<file path="config.mk">
export PLATFORM = sky130hd
export DESIGN_NAME = substitution_layer
export DESIGN_NICKNAME = d
export VERILOG_FILES = /design/src/rtl/ascon_pack.sv /design/src/rtl/substitution_layer_sbox.sv /design/src/rtl/substitution_layer.sv
export SDC_FILE = /design/constraint.sdc
export NUM_CORES = 1
export LEC_CHECK = 0
export BUFFER_PORTS_ARGS = -buffer_cell sky130_fd_sc_hd__buf_2
export CAP_MARGIN = 20
export CORE_ASPECT_RATIO = 2
export CORE_MARGIN = 2
export CORE_UTILIZATION = 30
export DETAILED_ROUTE_END_ITERATION = 12
export GPL_ROUTABILITY_DRIVEN = 0
export PLACE_DENSITY = 0.55
export SLEW_MARGIN = 10
export SYNTH_ARGS = -nofsm -noshare
export SYNTH_HDL_FRONTEND = slang
export SYNTH_HIERARCHICAL = 1
export SYNTH_SLANG_ARGS = --single-unit
</file>
<file path="constraint.sdc">
create_clock -name clock_i -period 0.82 [get_ports clock_i]
set_input_delay 0.164 -clock clock_i [delete_from_list [all_inputs] [get_ports clock_i]]
set_output_delay 0.164 -clock clock_i [all_outputs]
set_load 0.01 [all_outputs]
</file>
<file path="src/rtl/ascon_pack.sv">
// Shared ASCON definitions: state geometry and the 5-bit S-box table.
package ascon_pack;

    localparam int unsigned NUM_WORDS = 5;
    localparam int unsigned WORD_W    = 64;

    typedef logic [WORD_W-1:0] type_word;
    typedef type_word [0:NUM_WORDS-1] type_state;

    localparam logic [4:0] SBOX [32] = '{
        5'h04, 5'h0b, 5'h1f, 5'h14, 5'h1a, 5'h15, 5'h09, 5'h02,
        5'h1b, 5'h05, 5'h08, 5'h12, 5'h1d, 5'h03, 5'h06, 5'h1c,
        5'h1e, 5'h13, 5'h07, 5'h0e, 5'h00, 5'h0d, 5'h11, 5'h18,
        5'h10, 5'h0c, 5'h01, 5'h19, 5'h16, 5'h0a, 5'h0f, 5'h17
    };

endpackage

</file>
<file path="src/rtl/substitution_layer_sbox.sv">
// Single 5-bit ASCON S-box: combinational lookup, input bit 4 comes from word x0.
module substitution_layer_sbox
    import ascon_pack::*;
(
    input  logic [4:0] x_i,
    output logic [4:0] y_o
);

    assign y_o = SBOX[x_i];

endmodule

</file>
<file path="src/rtl/substitution_layer.sv">
// ASCON substitution layer p_S: 64 parallel S-boxes over the bit-sliced state,
// result captured into an output register with a one-cycle valid pulse.
module substitution_layer
    import ascon_pack::*;
(
    input  logic      clock_i,
    input  logic      resetb_i,
    input  logic      en_i,
    input  type_state sub_layer_i,
    output type_state sub_layer_o,
    output logic      valid_o
);

    logic [4:0] col_in  [WORD_W];
    logic [4:0] col_out [WORD_W];
    type_state  sub_layer_d;
    type_state  sub_layer_q;
    logic       valid_q;

    // Gather one bit per word into a column (x0 is the MSB) and substitute it.
    for (genvar gi = 0; gi < WORD_W; gi++) begin : g_col
        assign col_in[gi] = {sub_layer_i[0][gi], sub_layer_i[1][gi],
                             sub_layer_i[2][gi], sub_layer_i[3][gi],
                             sub_layer_i[4][gi]};

        substitution_layer_sbox u_sbox (
            .x_i (col_in[gi]),
            .y_o (col_out[gi])
        );
    end

    always_comb begin
        sub_layer_d = '0;
        for (int j = 0; j < WORD_W; j++) begin
            for (int k = 0; k < NUM_WORDS; k++) begin
                sub_layer_d[k][j] = col_out[j][4-k];
            end
        end
    end

    always_ff @(posedge clock_i or negedge resetb_i) begin
        if (!resetb_i) begin
            sub_layer_q <= '0;
            valid_q     <= 1'b0;
        end else begin
            valid_q <= en_i;
            if (en_i) begin
                sub_layer_q <= sub_layer_d;
            end
        end
    end

    assign sub_layer_o = sub_layer_q;
    assign valid_o     = valid_q;

endmodule

</file>
Yosys cells after proc, flatten, opt, wreduce, memory -nomap -nowiden
Memories as Yosys holds them, arrays and structs flattened. A register that Yosys moved wholly into a read port is not among the register bits.
Cells that the tools add are included.
{"block": "op_classes", "order_cmp": 0, "bitwise_logic": 64, "n_shift": 0, "multipliers": 0, "div": 0, "n_addsub": 0, "eq_ne": 0, "n_mux": 0, "n_reduce_logical": 64}
{"op": "5-bit inverter with 6-bit output", "n": 64}
{"op": "1-bit zero test", "n": 64}
{"block": "word_totals", "out_inout_bits": 321, "ramBits": 0, "memories": 64, "in_bits": 323, "reg_bits": 1, "wordCells": 193, "mem_bits_ro": 10240, "latch_bits": 0}
{"name": "(no name shown)", "depth": 32, "word_bits": 5, "read_ports": 1, "rd_ports_with_merged_regs": 1, "wr": 0, "line": "substitution_layer_sbox.sv:9", "rtl": "assign y_o = SBOX[x_i];"}
{"name": "(no name shown)", "depth": 32, "word_bits": 5, "read_ports": 1, "rd_ports_with_merged_regs": 1, "wr": 0, "line": "substitution_layer_sbox.sv:9"}
{"name": "(no name shown)", "depth": 32, "word_bits": 5, "read_ports": 1, "rd_ports_with_merged_regs": 1, "wr": 0, "line": "substitution_layer_sbox.sv:9"}
{"name": "(no name shown)", "depth": 32, "word_bits": 5, "read_ports": 1, "rd_ports_with_merged_regs": 1, "wr": 0, "line": "substitution_layer_sbox.sv:9"}
{"name": "(no name shown)", "depth": 32, "word_bits": 5, "read_ports": 1, "rd_ports_with_merged_regs": 1, "wr": 0, "line": "substitution_layer_sbox.sv:9"}
{"name": "(no name shown)", "depth": 32, "word_bits": 5, "read_ports": 1, "rd_ports_with_merged_regs": 1, "wr": 0, "line": "substitution_layer_sbox.sv:9"}
{"name": "58 more memories"}

Logic depth before layout (Yosys ltp)
Gate-level depths: netlist of run 1.
{"block": "depth", "depth_word": 1, "mapped_depth": 6}

By module
The synthesis of run 1 kept the hierarchy.
{"module": "substitution_layer_sbox at g_col[0].u_sbox ...", "area_each_um2": 251.5, "n_inst": 56, "cells_each": 31}
{"module": "substitution_layer", "area_each_um2": 13444.1, "n_inst": 1, "cells_each": 677}
{"module": "substitution_layer_sbox at g_col[60].u_sbox ...", "area_each_um2": 217.7, "n_inst": 8, "cells_each": 28}

Worst setup path after synthesis of run 1
No wires, ideal clock.
{"block": "synth_path", "path_type": "input -> register", "start": "in sub_layer_i[65] in the netlist's numbering", "end": "reg sub_layer_q, in the netlist sub_layer_o[193]", "stages": 5, "path_buffers": 0, "setup_slack_ps": -678, "t_arrival_ps": 1372, "setup_ps": 125, "cell_sequence": "inv_1 ha_1 and3b_4 o41a_1 mux2_4"}
{"block": "synth_between", "elab_chain_cells": 1}
{"element": "start: declaration", "line": "substitution_layer.sv:9", "rtl": "input type_state sub_layer_i,"}
{"element": "5-bit inverter with 6-bit output (implied by the code)", "line": "substitution_layer_sbox.sv:9"}
{"element": "end: declaration", "line": "substitution_layer.sv:17", "rtl": "type_state sub_layer_q;"}
Every way passes these cells.

Worst setup path after layout of run 1
{"block": "layout_path", "start": "reg sub_layer_q, in the netlist sub_layer_o[167]", "end": "out sub_layer_o[167] in the netlist's numbering"}
{"element": "end: declaration", "line": "substitution_layer.sv:10", "rtl": "output type_state sub_layer_o,"}
No word-level cell between the ends.

==> impl_metrics.tcl, run 1 <==
set metrics [dict create \
    status "finished, violations left" \
    failed_checks "setup timing" \
    clk_latency_ns 0.57 \
    first_iter_violations 533 \
    setup_slack_ns -0.539 \
    cts.reportedPaths.clkPinSlew_ns 0.06 \
    fp.dieH_um 446 \
    crit_buf_inv 1 \
    timing.final.crit_share_pct 166 \
    synthDistinctLibCells 25 \
    grt_max_degree 33 \
    h-tree-depth 2 \
    fp.dieW_um 225 \
    initial_core_util_pct 30.1 \
    io_pins 644 \
    synthesis.nets 3344 \
    end_kind "output port" \
    path_class "register to output port" \
    seq_area_frac_synth_pct 27.4 \
    max-vdd-ir-drop_uv 1640 \
    path_max_fanout 2 \
    finalMaxSlewViolations 0 \
    clock_path_buffers 3 \
    yosysTopAreaCellShare_pct 27.4 \
    final-setup-viol-count 558 \
    startpoint_type "register" \
    avgSynthCellArea_um2 11.1 \
    cts_tree "yes" \
    power.leakage_nw 22.1 \
    max_slew_margin_pct 70.9 \
    ys_async_sr_fraction_pct 100 \
    grt_pass1_vias 25900 \
    dr.pass1.iters 6 \
    dieArea_um2 100000 \
    fin_nets 4789 \
    track_usage_pct 17.0 \
    ys_seq_elements 321 \
    cpMaxStageDelayCell "dfrtp_1" \
    p_per_area_nw_per_um2 1510 \
    root_buffer "clkbuf_16" \
    cts_sinks 321 \
    viasPerCell 4.62 \
    synth_warnings 6 \
    synth_commonest_cells "ha_1 (384), dfrtp_1 (321), mux2_4 (300)" \
    rows 162 \
    worst_pin_slew_ns 0.435 \
    yosysTopAreaCell "dfrtp_1" \
    antenna_found_initial 23 \
    io_buffer_count 643 \
    synthMostInstantiatedCell "ha_1" \
    synth-edff-count 0 \
    clock.fmax_ghz 0.736 \
    dp_hpwl_um 69800 \
    rsz0062_at_grt "true" \
    skew_ns 0 \
    route.detailed.drc 0 \
    slowest_delay_ns 0.45 \
    grt_pass1_wl_um 136000 \
    hp-class "primary input to register" \
    area_growth_pct 59.5 \
    tns_ns -163.09 \
    numCtsBuffers 38 \
    path_cells "buf_2" \
    synthFlopType "dfrtp_1" \
    hold_viol 0 \
    syn_inst 2637 \
    routed_wirelength_um 90000 \
    core_area_um2 97100 \
    drive_gt1_share_pct 61.6 \
    period_needed_ns 1.36 \
    critPathRequiredTime_ns 0.66 \
    holdBufCountCts 2 \
    ant_nets 0 \
    overflow 0 \
    critical_path_arrival_ns 1.19 \
    dr_total_vias 24700 \
    fin_util_pct 48.1 \
    synthesis.area_um2 29300 \
    maxCapViolCount 0 \
    netlist_top_cells_area "dfrtp_1 (27%), ha_1 (16%), mux2_4 (15%)" \
    critPathTopFamily "flip-flops" \
    wl_per_cell_um 16.8 \
]
[tightest hold or removal path, cell delays in order]
cell    delay (ns)
buf_2         0.11
o41a_1        0.14
mux2_4        0.13
[through the flow]
stage	power, mW	worst slack (ns)	hold WS (ns)	instance area, um2	std cells
floorplan	34.0	-0.644	-0.132	30300	2637
global placement	43.8	-0.791	0.167	38500	5004
detailed placement	44.1	-0.821	0.169	38500	5004
CTS	68.3	-0.610	-0.0534	43600	5280
global route	74.4	-0.598	-0.0178	46700	5345
finish	70.3	-0.539	0.00424	46700	5349
[layout make-up]
cell class	count	area, um2
Tap cell	1230	1540
Sequential cell	321	8040
Clock inverter	16	186
Antenna cell	10	25.0
Inverter	192	1010
Clock buffer	51	1140
Timing Repair Buffer	1505	12800
Multi-Input combinational cell	2024	21900
Fill cell	8808	50400
[cells in the final DEF, fill, tap and decap left out, types with 56 or more instances in the layout]
cell type / n
xor2_1: 120
o41a_1: 56
inv_1: 73
buf_6: 376
buf_2: 345
o21ai_0: 60
a21oi_1: 163
buf_4: 657
xnor2_1: 64
nand2b_1: 56
dfrtp_1: 317
inv_4: 76
buf_8: 85
and3b_4: 56
mux2_4: 340
ha_1: 228
ha_4: 117
nor3b_1: 112
nor2_1: 163
or2b_1: 56
nand2_1: 72
[per-layer routing]
layer | GRT usage [%] | routed length (um) | share of wire, %
met3 | 6.17 | 7750 | 8.6
met5 | 0 | 192 | 0.21
met4 | 5.62 | 2650 | 2.9
met2 | 32.8 | 48100 | 53
met1 | 16.5 | 31300 | 35
[cell families (layout without fill, tap and decap cells)]
kind of cell	count (synthesis)	count (layout)	share of synthesized area, %
DFF	321	321	27.4
adders and majority gates	384	384	16.4
other	0	10	0
muxes	384	384	18.6
xor gates and xnor gates	200	200	6.19
and+or+nand+nor	680	680	14.1
buffers and inverters	292	1764	7.15
AOI/OAI and AO/OA	376	376	10.1
[registers in the layout (all words and copies together), names as in the netlist]
signal	flops
sub_layer_o	320
valid_o	1
[path summary, 6_finish.rpt]
| path | startpoint | to | slack (ns) | depth (start not counted) |
|---|---|---|---|---|
| max | sub_layer_o[167] | sub_layer_o[167] | -0.54 | 1 |
| min | sub_layer_i[298] | sub_layer_o[234] | 0.004 | 3 |
| max reg2reg | sub_layer_o[221] | sub_layer_o[221] | -0.27 | 3 |
| min reg2reg | sub_layer_o[191] | sub_layer_o[191] | 0.50 | 1 |
| max in group asynchronous | resetb_i | sub_layer_o[39] | 0.22 | 4 |
| min in group asynchronous | resetb_i | sub_layer_o[117] | 0.16 | 3 |
[report_power, final]
group          total, mW  internal [mW]  switching, mW
sequential          21.3           18.8           2.53
clock               18.6           11.0           7.57
combinational       30.4           18.5           11.9
total               70.3           48.3           22.0
[repair_timing]
| action | CTS | global route |
|---|---|---|
| buffers inserted | 207 | 109 |
| hold endpoints to repair | 359 | 5 |
| pin swaps | 128 | 198 |
| setup endpoints to repair | 464 | 568 |
| resized for setup | 630 | 609 |
(Power assumes the default switching activity.)
==> inputs of run 2 (changes only) <==
--- a/config.mk
+++ b/config.mk
@@ -12,7 +12,7 @@
 export CORE_UTILIZATION = 30
 export DETAILED_ROUTE_END_ITERATION = 12
 export GPL_ROUTABILITY_DRIVEN = 0
-export PLACE_DENSITY = 0.55
+export PLACE_DENSITY = 0.53
 export SLEW_MARGIN = 10
 export SYNTH_ARGS = -nofsm -noshare
 export SYNTH_HDL_FRONTEND = slang
==> impl_metrics.tcl, run 2 (synthesis results as in run 1) <==
set metrics [dict create \
    holdWs_ns 0.0163 \
    cpMaxStageDelayCell "dfrtp_2" \
    worstReg2RegStart "sub_layer_o[313]" \
    fill_cells 8949 \
    numCtsBuffers 39 \
    viasPerCell 4.61 \
    maxCapViolCount 0 \
    first_iter_violations 670 \
    dp_hpwl_um 70700 \
    hold_viol 0 \
    critPathRequiredTime_ns 0.66 \
    h-tree-depth 2 \
    grt_pass1_vias 25600 \
    period_needed_ns 1.37 \
    end_kind "output port" \
    reg2reg_depth 3 \
    finalMaxSlewViolations 0 \
    p_per_area_nw_per_um2 1520 \
    dieArea_um2 100000 \
    crit_buf_inv 1 \
    status "finished, violations left" \
    drive_gt1_share_pct 61.1 \
    wl_per_cell_um 16.9 \
    multi_input_area_um2 21700 \
    register_area_um2 8040 \
    ant_nets 0 \
    rrSetupSlack_ns -0.22 \
    grt_pass1_wl_um 136000 \
    clock.fmax_ghz 0.731 \
    setup_slack_ns -0.547 \
    rows 162 \
    path_max_fanout 3 \
    io_pins 644 \
    power.leakage_nw 21.9 \
    cts_tree "yes" \
    max-vdd-ir-drop_uv 1480 \
    hp-class "primary input to register" \
    slowest_delay_ns 0.47 \
    rr_endpoint "sub_layer_o[313]" \
    area_growth_pct 57.9 \
    timing.final.crit_share_pct 167 \
    rsz0062_at_grt "true" \
    overflow 0 \
    path_cells "buf_6" \
    dp_slack_ns -0.778 \
    fin_nets 4779 \
    holdBufCountCts 4 \
    max_slew_margin_pct 74.6 \
    path_class "register to output port" \
    routed_wirelength_um 90500 \
    min_to "sub_layer_o[249]" \
    route.detailed.drc 0 \
    layout_commonest_cell "buf_4" \
    worst_pin_slew_ns 0.380 \
    failed_checks "setup timing" \
    startpoint_type "register" \
    clk_latency_ns 0.58 \
    fp.dieW_um 225 \
    critPathTopFamily "flip-flops" \
    dr_total_vias 24600 \
    mostFrequentLayoutCells "buf_4 (663), buf_6 (366), buf_2 (350)" \
    initial_core_util_pct 30.1 \
    critical_path_arrival_ns 1.20 \
    root_buffer "clkbuf_16" \
    largest_reg_flops 320 \
    core_area_um2 97100 \
    cts_sinks 321 \
    antenna_found_initial 31 \
    track_usage_pct 17.1 \
    clock_path_buffers 3 \
    cts.reportedPaths.clkPinSlew_ns 0.06 \
    fp.dieH_um 446 \
    grt_max_degree 33 \
    final-setup-viol-count 550 \
    hold_depth 3 \
    hp-start "sub_layer_i[313]" \
    io_buffer_count 643 \
    skew_ns 0 \
    dr.pass1.iters 4 \
]
==> run 2: worst max path at each step <==
stage	endpoint	slack [ns]	start	cells after the start
after global routing	sub_layer_o[214]	-0.60	sub_layer_o[214]	1
after global placement	sub_layer_o[192]	-0.77	sub_layer_i[64]	7
after floorplan	sub_layer_o[193]	-0.64	sub_layer_i[65]	5
after CTS	sub_layer_o[214]	-0.61	sub_layer_o[214]	1
final	sub_layer_o[214]	-0.55	sub_layer_o[214]	1
after detailed placement	sub_layer_o[235]	-0.78	sub_layer_i[107]	6
==> run 2: layout make-up <==
class | count | area share, %
multi-input combinational | 2024 | 47.0
timing repair buffer | 1494 | 27.2
sequential | 321 | 17.4
tap | 1230 | 3.33
clock buffer | 54 | 2.45
inverter | 192 | 2.12
clock inverter | 12 | 0.363
antenna | 15 | 0.0812
==> run 2: what timing repair did <==
item	4_1_cts	5_1_grt
pin swaps	98	201
setup buffers	206	91
gates resized for setup	589	587
endpoints found under the hold margin	370	2
setup endpoints to repair	461	577
==> run 2: power breakdown <==
part           internal [mW]  total (mW)  switching (mW)
Clock                   10.6        18.4            7.76
Sequential              18.8        21.3            2.51
Combinational           18.4        30.4            12.0
Total                   47.9        70.1            22.3
==> run 2: per-layer routing <==
metal	up-vias	wire length, um	track usage, %
met5	-	226	0
met4	38	2620	5.51
met3	149	8170	6.69
met2	585	47000	31.9
met1	11800	32500	17.1
li1	12000	-	-
==> run 2: through the flow <==
| stage | setup TNS, ns | power, mW | area (um2) | util (%) | instances |
|---|---|---|---|---|---|
| 5_1_grt | -185.69 | 74.2 | 46200 | 47.6 | 5334 |
| 6_report | -164.48 | 70.1 | 46200 | 47.6 | 5342 |
| 2_1_floorplan | -123.26 | 34.0 | 30300 | - | 2637 |
| 3_5_place_dp | -194.97 | 44.3 | 38500 | 39.6 | 5003 |
| 3_3_place_gp | -190.85 | 44.0 | 38500 | 39.6 | 5003 |
| 4_1_cts | -179.38 | 68.5 | 43300 | 44.6 | 5278 |
